$ cat src/rtl/spi_target_pkg.sv
// Shared SPI target definitions: mode encodings and idle fill.
// Imported by spi_target and spi_input_synchronizer.
package spi_target_pkg;

  typedef enum logic [1:0] {
    MODE0 = 2'b00,
    MODE1 = 2'b01,
    MODE2 = 2'b10,
    MODE3 = 2'b11
  } spi_mode_e;

  // Fill bit for the default idle word (all ones).
  localparam logic IDLE_FILL = 1'b1;

  function automatic logic mode_cpol(spi_mode_e m);
    return m[1];
  endfunction

  function automatic logic mode_cpha(spi_mode_e m);
    return m[0];
  endfunction

endpackage

$ cat src/rtl/spi_input_synchronizer.sv
// 2-FF synchroniser with per-instance reset value.
// Ports: clock, reset_n, d (async pin), q (synced).
module spi_input_synchronizer
  import spi_target_pkg::*;
#(
  parameter logic RESET_VALUE = 1'b0
) (
  input  logic clock,
  input  logic reset_n,
  input  logic d,
  output logic q
);

  logic meta_q, meta_d;
  logic sync_q, sync_d;

  always_comb begin
    meta_d = d;
    sync_d = meta_q;
  end

  always_ff @(posedge clock or negedge reset_n) begin
    if (!reset_n) begin
      meta_q <= RESET_VALUE;
      sync_q <= RESET_VALUE;
    end else begin
      meta_q <= meta_d;
      sync_q <= sync_d;
    end
  end

  assign q = sync_q;

endmodule

$ cat src/rtl/spi_target.sv
// SPI target on the system clock: MSB-first word exchange, tx holding reg.
// Ports: clock/reset_n, sclk/mosi/cs/miso/miso_output_enable, tx_*/rx_*.
module spi_target
  import spi_target_pkg::*;
#(
  parameter bit CPOL = 1'b0,
  parameter bit CPHA = 1'b0,
  parameter int DATA_WIDTH = 8,
  parameter logic [DATA_WIDTH-1:0] IDLE_WORD = {DATA_WIDTH{IDLE_FILL}}
) (
  input  logic                  clock,
  input  logic                  reset_n,
  input  logic                  sclk,
  input  logic                  mosi,
  input  logic                  cs,
  output logic                  miso,
  output logic                  miso_output_enable,
  input  logic [DATA_WIDTH-1:0] tx_data,
  input  logic                  tx_valid,
  output logic                  tx_ready,
  output logic [DATA_WIDTH-1:0] rx_data,
  output logic                  rx_valid,
  output logic                  tx_underrun
);

  localparam int CW = $clog2(DATA_WIDTH);

  logic sclk_sync, mosi_sync, cs_sync;

  spi_input_synchronizer #(.RESET_VALUE(CPOL)) u_sync_sclk (
    .clock   (clock),
    .reset_n (reset_n),
    .d       (sclk),
    .q       (sclk_sync)
  );

  spi_input_synchronizer #(.RESET_VALUE(1'b0)) u_sync_mosi (
    .clock   (clock),
    .reset_n (reset_n),
    .d       (mosi),
    .q       (mosi_sync)
  );

  spi_input_synchronizer #(.RESET_VALUE(1'b1)) u_sync_cs (
    .clock   (clock),
    .reset_n (reset_n),
    .d       (cs),
    .q       (cs_sync)
  );

  logic                  sclk_prev_q, sclk_prev_d;
  logic                  cs_prev_q, cs_prev_d;
  logic [DATA_WIDTH-1:0] tx_shift_q, tx_shift_d;
  logic [DATA_WIDTH-1:0] rx_shift_q, rx_shift_d;
  logic [CW-1:0]         bit_count_q, bit_count_d;
  logic                  load_pending_q, load_pending_d;
  logic [DATA_WIDTH-1:0] hold_q, hold_d;
  logic                  hold_valid_q, hold_valid_d;
  logic [DATA_WIDTH-1:0] rx_data_q, rx_data_d;
  logic                  rx_valid_q, rx_valid_d;
  logic                  underrun_q, underrun_d;

  logic sclk_rise, sclk_fall;
  logic lead_edge, trail_edge;
  logic sample_edge, shift_edge;
  logic cs_fall, cs_rise, selected;
  logic do_load;

  always_comb begin
    sclk_rise   = sclk_sync & ~sclk_prev_q;
    sclk_fall   = ~sclk_sync & sclk_prev_q;
    lead_edge   = CPOL ? sclk_fall : sclk_rise;
    trail_edge  = CPOL ? sclk_rise : sclk_fall;
    sample_edge = CPHA ? trail_edge : lead_edge;
    shift_edge  = CPHA ? lead_edge : trail_edge;
    cs_fall     = ~cs_sync & cs_prev_q;
    cs_rise     = cs_sync & ~cs_prev_q;
    selected    = ~cs_sync;
  end

  always_comb begin
    sclk_prev_d    = sclk_sync;
    cs_prev_d      = cs_sync;
    tx_shift_d     = tx_shift_q;
    rx_shift_d     = rx_shift_q;
    bit_count_d    = bit_count_q;
    load_pending_d = load_pending_q;
    hold_d         = hold_q;
    hold_valid_d   = hold_valid_q;
    rx_data_d      = rx_data_q;
    rx_valid_d     = 1'b0;
    underrun_d     = 1'b0;
    do_load        = 1'b0;

    if (cs_fall) begin
      bit_count_d = '0;
      if (CPHA) load_pending_d = 1'b1;
      else      do_load        = 1'b1;
    end else if (cs_rise) begin
      // Partial word is dropped; next frame restarts at bit 0.
      bit_count_d    = '0;
      load_pending_d = 1'b0;
    end else if (selected) begin
      if (sample_edge) begin
        rx_shift_d = {rx_shift_q[DATA_WIDTH-2:0], mosi_sync};
        if (bit_count_q == CW'(DATA_WIDTH - 1)) begin
          rx_data_d      = rx_shift_d;
          rx_valid_d     = 1'b1;
          bit_count_d    = '0;
          load_pending_d = 1'b1;
        end else begin
          bit_count_d = bit_count_q + CW'(1);
        end
      end
      if (shift_edge) begin
        if (load_pending_q) begin
          do_load        = 1'b1;
          load_pending_d = 1'b0;
        end else begin
          tx_shift_d = tx_shift_q << 1;
        end
      end
    end

    if (do_load) begin
      if (hold_valid_q) begin
        tx_shift_d   = hold_q;
        hold_valid_d = 1'b0;
      end else begin
        tx_shift_d = IDLE_WORD;
        underrun_d = 1'b1;
      end
    end

    // Write only when empty, so it never races a load of valid data.
    if (tx_valid && !hold_valid_q) begin
      hold_d       = tx_data;
      hold_valid_d = 1'b1;
    end
  end

  always_ff @(posedge clock or negedge reset_n) begin
    if (!reset_n) begin
      sclk_prev_q    <= CPOL;
      cs_prev_q      <= 1'b1;
      tx_shift_q     <= '0;
      rx_shift_q     <= '0;
      bit_count_q    <= '0;
      load_pending_q <= 1'b0;
      hold_q         <= '0;
      hold_valid_q   <= 1'b0;
      rx_data_q      <= '0;
      rx_valid_q     <= 1'b0;
      underrun_q     <= 1'b0;
    end else begin
      sclk_prev_q    <= sclk_prev_d;
      cs_prev_q      <= cs_prev_d;
      tx_shift_q     <= tx_shift_d;
      rx_shift_q     <= rx_shift_d;
      bit_count_q    <= bit_count_d;
      load_pending_q <= load_pending_d;
      hold_q         <= hold_d;
      hold_valid_q   <= hold_valid_d;
      rx_data_q      <= rx_data_d;
      rx_valid_q     <= rx_valid_d;
      underrun_q     <= underrun_d;
    end
  end

  assign miso               = tx_shift_q[DATA_WIDTH-1];
  assign miso_output_enable = selected;
  assign tx_ready           = ~hold_valid_q;
  assign rx_data            = rx_data_q;
  assign rx_valid           = rx_valid_q;
  assign tx_underrun        = underrun_q;

endmodule

$ cat config.mk
export PLATFORM = sky130hd
export DESIGN_NAME = spi_target
export DESIGN_NICKNAME = d
export VERILOG_FILES = /design/src/rtl/spi_target_pkg.sv /design/src/rtl/spi_input_synchronizer.sv /design/src/rtl/spi_target.sv
export SDC_FILE = /design/constraint.sdc
export NUM_CORES = 1
export LEC_CHECK = 0
export CORE_ASPECT_RATIO = 0.6
export CORE_MARGIN = 2
export CORE_UTILIZATION = 45
export DETAILED_ROUTE_END_ITERATION = 8
export PLACE_DENSITY_LB_ADDON = 0.08
export SYNTH_ARGS = -nofsm -noshare
export SYNTH_HDL_FRONTEND = slang
export SYNTH_SLANG_ARGS = --single-unit
$ cat constraint.sdc
create_clock -name clock -period 4.2 [get_ports clock]
set_input_delay 0.84 -clock clock [delete_from_list [all_inputs] [get_ports clock]]
set_output_delay 0.84 -clock clock [all_outputs]
set_load 0.02 [all_outputs]
# Yosys cells after proc, flatten, opt, wreduce, memory -nomap -nowiden

Cells that the tools add are included.

Logic and storage cells: 78
Input port bits: 14
Output and inout port bits: 13
Register bits after elaboration: 46

Bitwise operators: 11
Equal/unequal tests: 7
Reduce and logical (&&, ||, !) cells: 10
Multiplexer cells: 32
$add $sub $neg: 1

Operators with widths:

| operator              | number |
|---|---|
| $mux W8               | 7 |
| $mux W1               | 20 |
| $mux W3               | 5 |
| $reduce_and A5 Y1     | 2 |
| $not A1 Y1            | 7 |
| $ne A2 B1 Y1 const B  | 3 |
| $and A1 B1 Y1         | 4 |
| $ne A2 B2 Y1 const B  | 2 |
| $reduce_and A2 Y1     | 2 |
| $reduce_and A4 Y1     | 1 |
| $reduce_bool A2 Y1    | 2 |
| $add A3 B1 Y3 const B | 1 |
| $eq A3 B3 Y1 const B  | 1 |
| $ne A3 B3 Y1 const B  | 1 |
| $reduce_bool A3 Y1    | 1 |
| $logic_and A1 B1 Y1   | 1 |
| $logic_not A1 Y1      | 1 |

# Depth between registers and ports, before layout

Depth in word-level cells: 8
Mapped depth: 6

# By module

From an unflattened synthesis, not the netlist that was laid out.

Cells, all modules: 131
Area, all modules: 1858.0 um^2

Modules (own cells, without submodules):

| module                                   | area each (um^2) | cells an instance | times used | seq. area each (um^2) |
|---|---|---|---|---|
| spi_target                               | 1705.4           | 125               | 1          | 1002.2 |
| spi_input_synchronizer (u_sync_mosi ...) | 50.0             | 2                 | 2          | 50.0 |
| spi_input_synchronizer (u_sync_cs)       | 52.6             | 2                 | 1          | 52.6 |

# Worst setup path before layout

OpenSTA, ideal clock, no wires.

Kind: flip-flop to flip-flop
Start point: register cs_prev_q
End point: register tx_shift_q[6]
Cell stages (with the launch flop): 6
Buffers on the path: 0
Data required time: 4074 ps
Slack: 2383 ps
Clock period less this slack: 1817 ps
Arrival time: 1691 ps
Path through: dfstp_2 inv_1 ha_1 nor4b_4 a21oi_2 o32a_1

Longest elaborated chain between the ends: 6

Ends and longest elaborated chain:

| item                                                        | RTL line          | text |
|---|---|---|
| from (decl)                                                 | spi_target.sv:52  | `logic cs_prev_q, cs_prev_d;` |
| from (signal assigned)                                      | spi_target.sv:157 | `cs_prev_q <= cs_prev_d;` |
| $not A1 Y1                                                  | spi_target.sv:77  | `cs_rise = cs_sync & ~cs_prev_q;` |
| $and A1 B1 Y1                                               | spi_target.sv:77  |  |
| $mux W1                                                     | spi_target.sv:99  | `end else if (cs_rise) begin` |
| $mux W1                                                     | spi_target.sv:95  | `if (cs_fall) begin` |
| $ne A2 B2 Y1 (no source line), or another cell as far along | -                 |  |
| $reduce_and A5 Y1 (no source line)                          | -                 |  |
| to (signal assigned)                                        | spi_target.sv:158 | `tx_shift_q <= tx_shift_d;` |
| to (decl)                                                   | spi_target.sv:53  | `logic [DATA_WIDTH-1:0] tx_shift_q, tx_shift_d;` |

Parallel ways exist; a longest one is shown, timed or not.
A chain may end at the register's enable or synchronous reset.

# Final worst setup path

Start point: register u_sync_cs.sync_q, in the netlist u_sync_cs.q
End point: output miso_output_enable

Longest elaborated chain between the ends: 1

Ends and longest elaborated chain:

| item                        | RTL line                     | text |
|---|---|---|
| from (decl)                 | spi_input_synchronizer.sv:15 | `logic sync_q, sync_d;` |
| from (signal assigned)      | spi_input_synchronizer.sv:28 | `sync_q <= sync_d;` |
| $not A1 Y1 (no source line) | -                            |  |
| to (decl)                   | spi_target.sv:17             | `output logic miso_output_enable,` |

Every way passes these cells.

==> out/results.tsv <==
metric	value	unit
status	complete, no violations	
# DRC	0	
Fmax	0.417	GHz
min-delay src	u_sync_sclk.meta_q	
Max Root-Sink Buffers	2	
Worst Setup End Kind	primary output	
Reg-to-Reg Start	cs_prev_q	
CTS tree	built	
Layout area overhead	22.6	%
CP required	3.36	ns
Post-DP Area	2200	sq um
initial antenna violation count	0	
Slew Limit Fails	0	
Post-CTS Resized	0	
fin area	2340	sq um
initial core utilization	46.6	%
Worst setup SP type	flop	
Global Route Usage Sum	15.7	%
Avg Vias per Cell	4.97	
final wirelength	3310	microns
final worst-path cycle share	57.2	%
Clk Latency, worst-skew pair	0.30	ns
Worst Clk Skew	0.00406	ns
Setup CP Type	reg -> out	
Clock Root Buffer	clkbuf_8	
largest net degree at the start of global routing	47	
Distinct cells, synth	30	
CP bufs+invs	2	
Post-Syn Area	1910	sq um
DP HPWL	2270	microns
postcts setup bufs	0	
CP Cell Sequence	inv_1 -> clkdlybuf4s50_1	
Final setup violation count	0	
Final Critical Period	2.40	ns
total CTS buffers	5	
slowest cell on the critical path	dfstp_2	
Sum Neg Setup Slack	0	ns
hold crit path type	reg -> reg	
vias in the first global route	1108	
Die Y	54.5	microns
Starting DRT DRC Count	117	
Power Density	521	nW/um^2
htree depth	2	
die area	4800	sq um
sequential fraction of the synthesis area	60.4	%
unrepaired setup endpoints after global routing	false	
Port Buf Inserts	26	
average routed wire per standard cell	14.2	microns
Critical path origin	u_sync_cs.q	
CP max stage delay	0.64	ns
vias	1159	
Worst Setup Slack, final	1.80	ns
commonest cells after routing, fill and taps aside	dfrtp_1, clkdlybuf4s50_1, mux2_2	
Yosys warnings	0	
DRT Pass-1 Iters	4	
Core Area	4100	sq um
register bit count reported by yosys	46	
Max-Cap Viols	0	
Avg Cell Area, Syn	13.2	sq um
number of diodes	0	
global-route wire length before repair	5450	microns
Max FO, Critical Path	9	
Hold Vio Cnt, Final	0	
layout cells sized above 1	24.3	%
worst slack, placed	1.64	ns
Core Rows	18	
Detail Route Antenna Nets	0	
leading cell type in the layout, fill and taps excluded	dfrtp_1	
Max VDD drop	0.000241	V
Worst EP arrival	1.56	ns
worst-margin pin slew	1.01	ns
nets	191	
relative slew slack	33.0	%
Cells after Synth	145	
IO Pins	27	
syn_nets	164	
CTS Hold Buffers Added	0	
CTS Sinks	46	
GP Congestion	0.771	
leakage	1.04	nW
GRT Residual Overflow	0	
Die X	88.1	microns
clock slew at reported path FFs	0.08	ns
CP delay by family, top	flip-flops	
-- worst register-to-register path: cells and delay by family (launching register included) --
| family | cells | cell delay (ns) |
|---|---|---|
| adder cells (fa/ha/maj) | 1 | 0.29 |
| AND/OR/NAND/NOR | 1 | 0.82 |
| flip-flops | 1 | 0.57 |
| AO/OA/AOI/OAI | 2 | 0.51 |
| buffers and inverters | 1 | 0.05 |
-- final cells by class --
type	count	area, sq um
Clock inverter	2	60.1
Tap cell	60	75.1
Fill cell	349	1760
Timing Repair Buffer	26	255
Inverter	11	41.3
Multi-Input combinational cell	82	673
Sequential cell	46	1150
Clock buffer	6	82.6
-- state kept, by name (all words and copies together), names as in the netlist, 3 cells and up --
name,count
bit_count_q,3
rx_shift_q,7
tx_shift_q,8
rx_data,8
hold_q,8
-- layer usage --
| layer | global-route usage [%] | vias to the layer above | part of all wire, % |
|---|---|---|---|
| met4 | 7.58 | 0 | 1.8 |
| li1 | - | 564 | - |
| met3 | 4.98 | 5 | 4.4 |
| met2 | 20.3 | 30 | 41 |
| met1 | 23.4 | 560 | 53 |
| met5 | 0 | - | 0 |
-- stage by stage --
| step | util [%] | hold slack, ns | cells | total power [mW] |
|---|---|---|---|---|
| floorplan | - | 0.331 | 145 | 0.750 |
| global placement | 53.7 | 0.337 | 225 | 0.817 |
| detailed placement | 53.7 | 0.337 | 225 | 0.833 |
| CTS | 57.1 | 0.358 | 233 | 1.24 |
| global route | 57.1 | 0.363 | 233 | 1.29 |
| finish | 57.1 | 0.354 | 233 | 1.22 |
-- final timing paths --
check                                     end  slack (ns)  cells past startpoint
hold / removal                  u_sync_sclk.q        0.35                      0
hold reg to reg                 u_sync_sclk.q        0.35                      0
setup / recovery           miso_output_enable        1.80                      2
max in group asynchronous       tx_shift_q[3]        2.87                      1
setup reg to reg                tx_shift_q[5]        1.81                      5
min in group asynchronous        hold_valid_q        0.71                      1
-- Yosys cell counts, drive strengths merged --
cell type	number	share of area (%)
and4bb	1	0.65
nor3	12	3.1
mux2	20	12
a32oi	1	0.46
a31o	1	0.46
dfstp	3	4.1
ha	5	3.3
nor4	2	0.65
nor2b	2	0.65
o32a	1	0.52
inv	11	2.2
clkbuf	3	0.59
o32ai	1	0.46
a221oi	6	3.7
a21o	1	0.46
mux2i	1	0.52
nand2	9	1.9
dfrtp	43	56
nor3b	2	0.79
o21ai	8	2.1
buf	3	1.6
and2	1	0.33
nor4b	1	1.2
nand2b	1	0.33
o31a	1	0.52
a21oi	1	0.46
nor2	4	0.79
-- kinds of logic after synthesis --
family	Yosys count	synth area share, %
multiplexers	21	12.3
adder cells (fa/ha/maj)	5	3.27
flip-flops	46	60.4
AND/OR/NAND/NOR	35	10.5
buffers and inverters	17	4.32
AO/OA/AOI/OAI	21	9.17
-- power breakdown --
group          switching (mW)  internal (mW)  total, mW
sequential             0.0610          0.538      0.599
clock                   0.146          0.254      0.399
combinational           0.106          0.116      0.223
total                   0.313          0.908       1.22
Note: power is estimated with default switching activity, not from simulation.
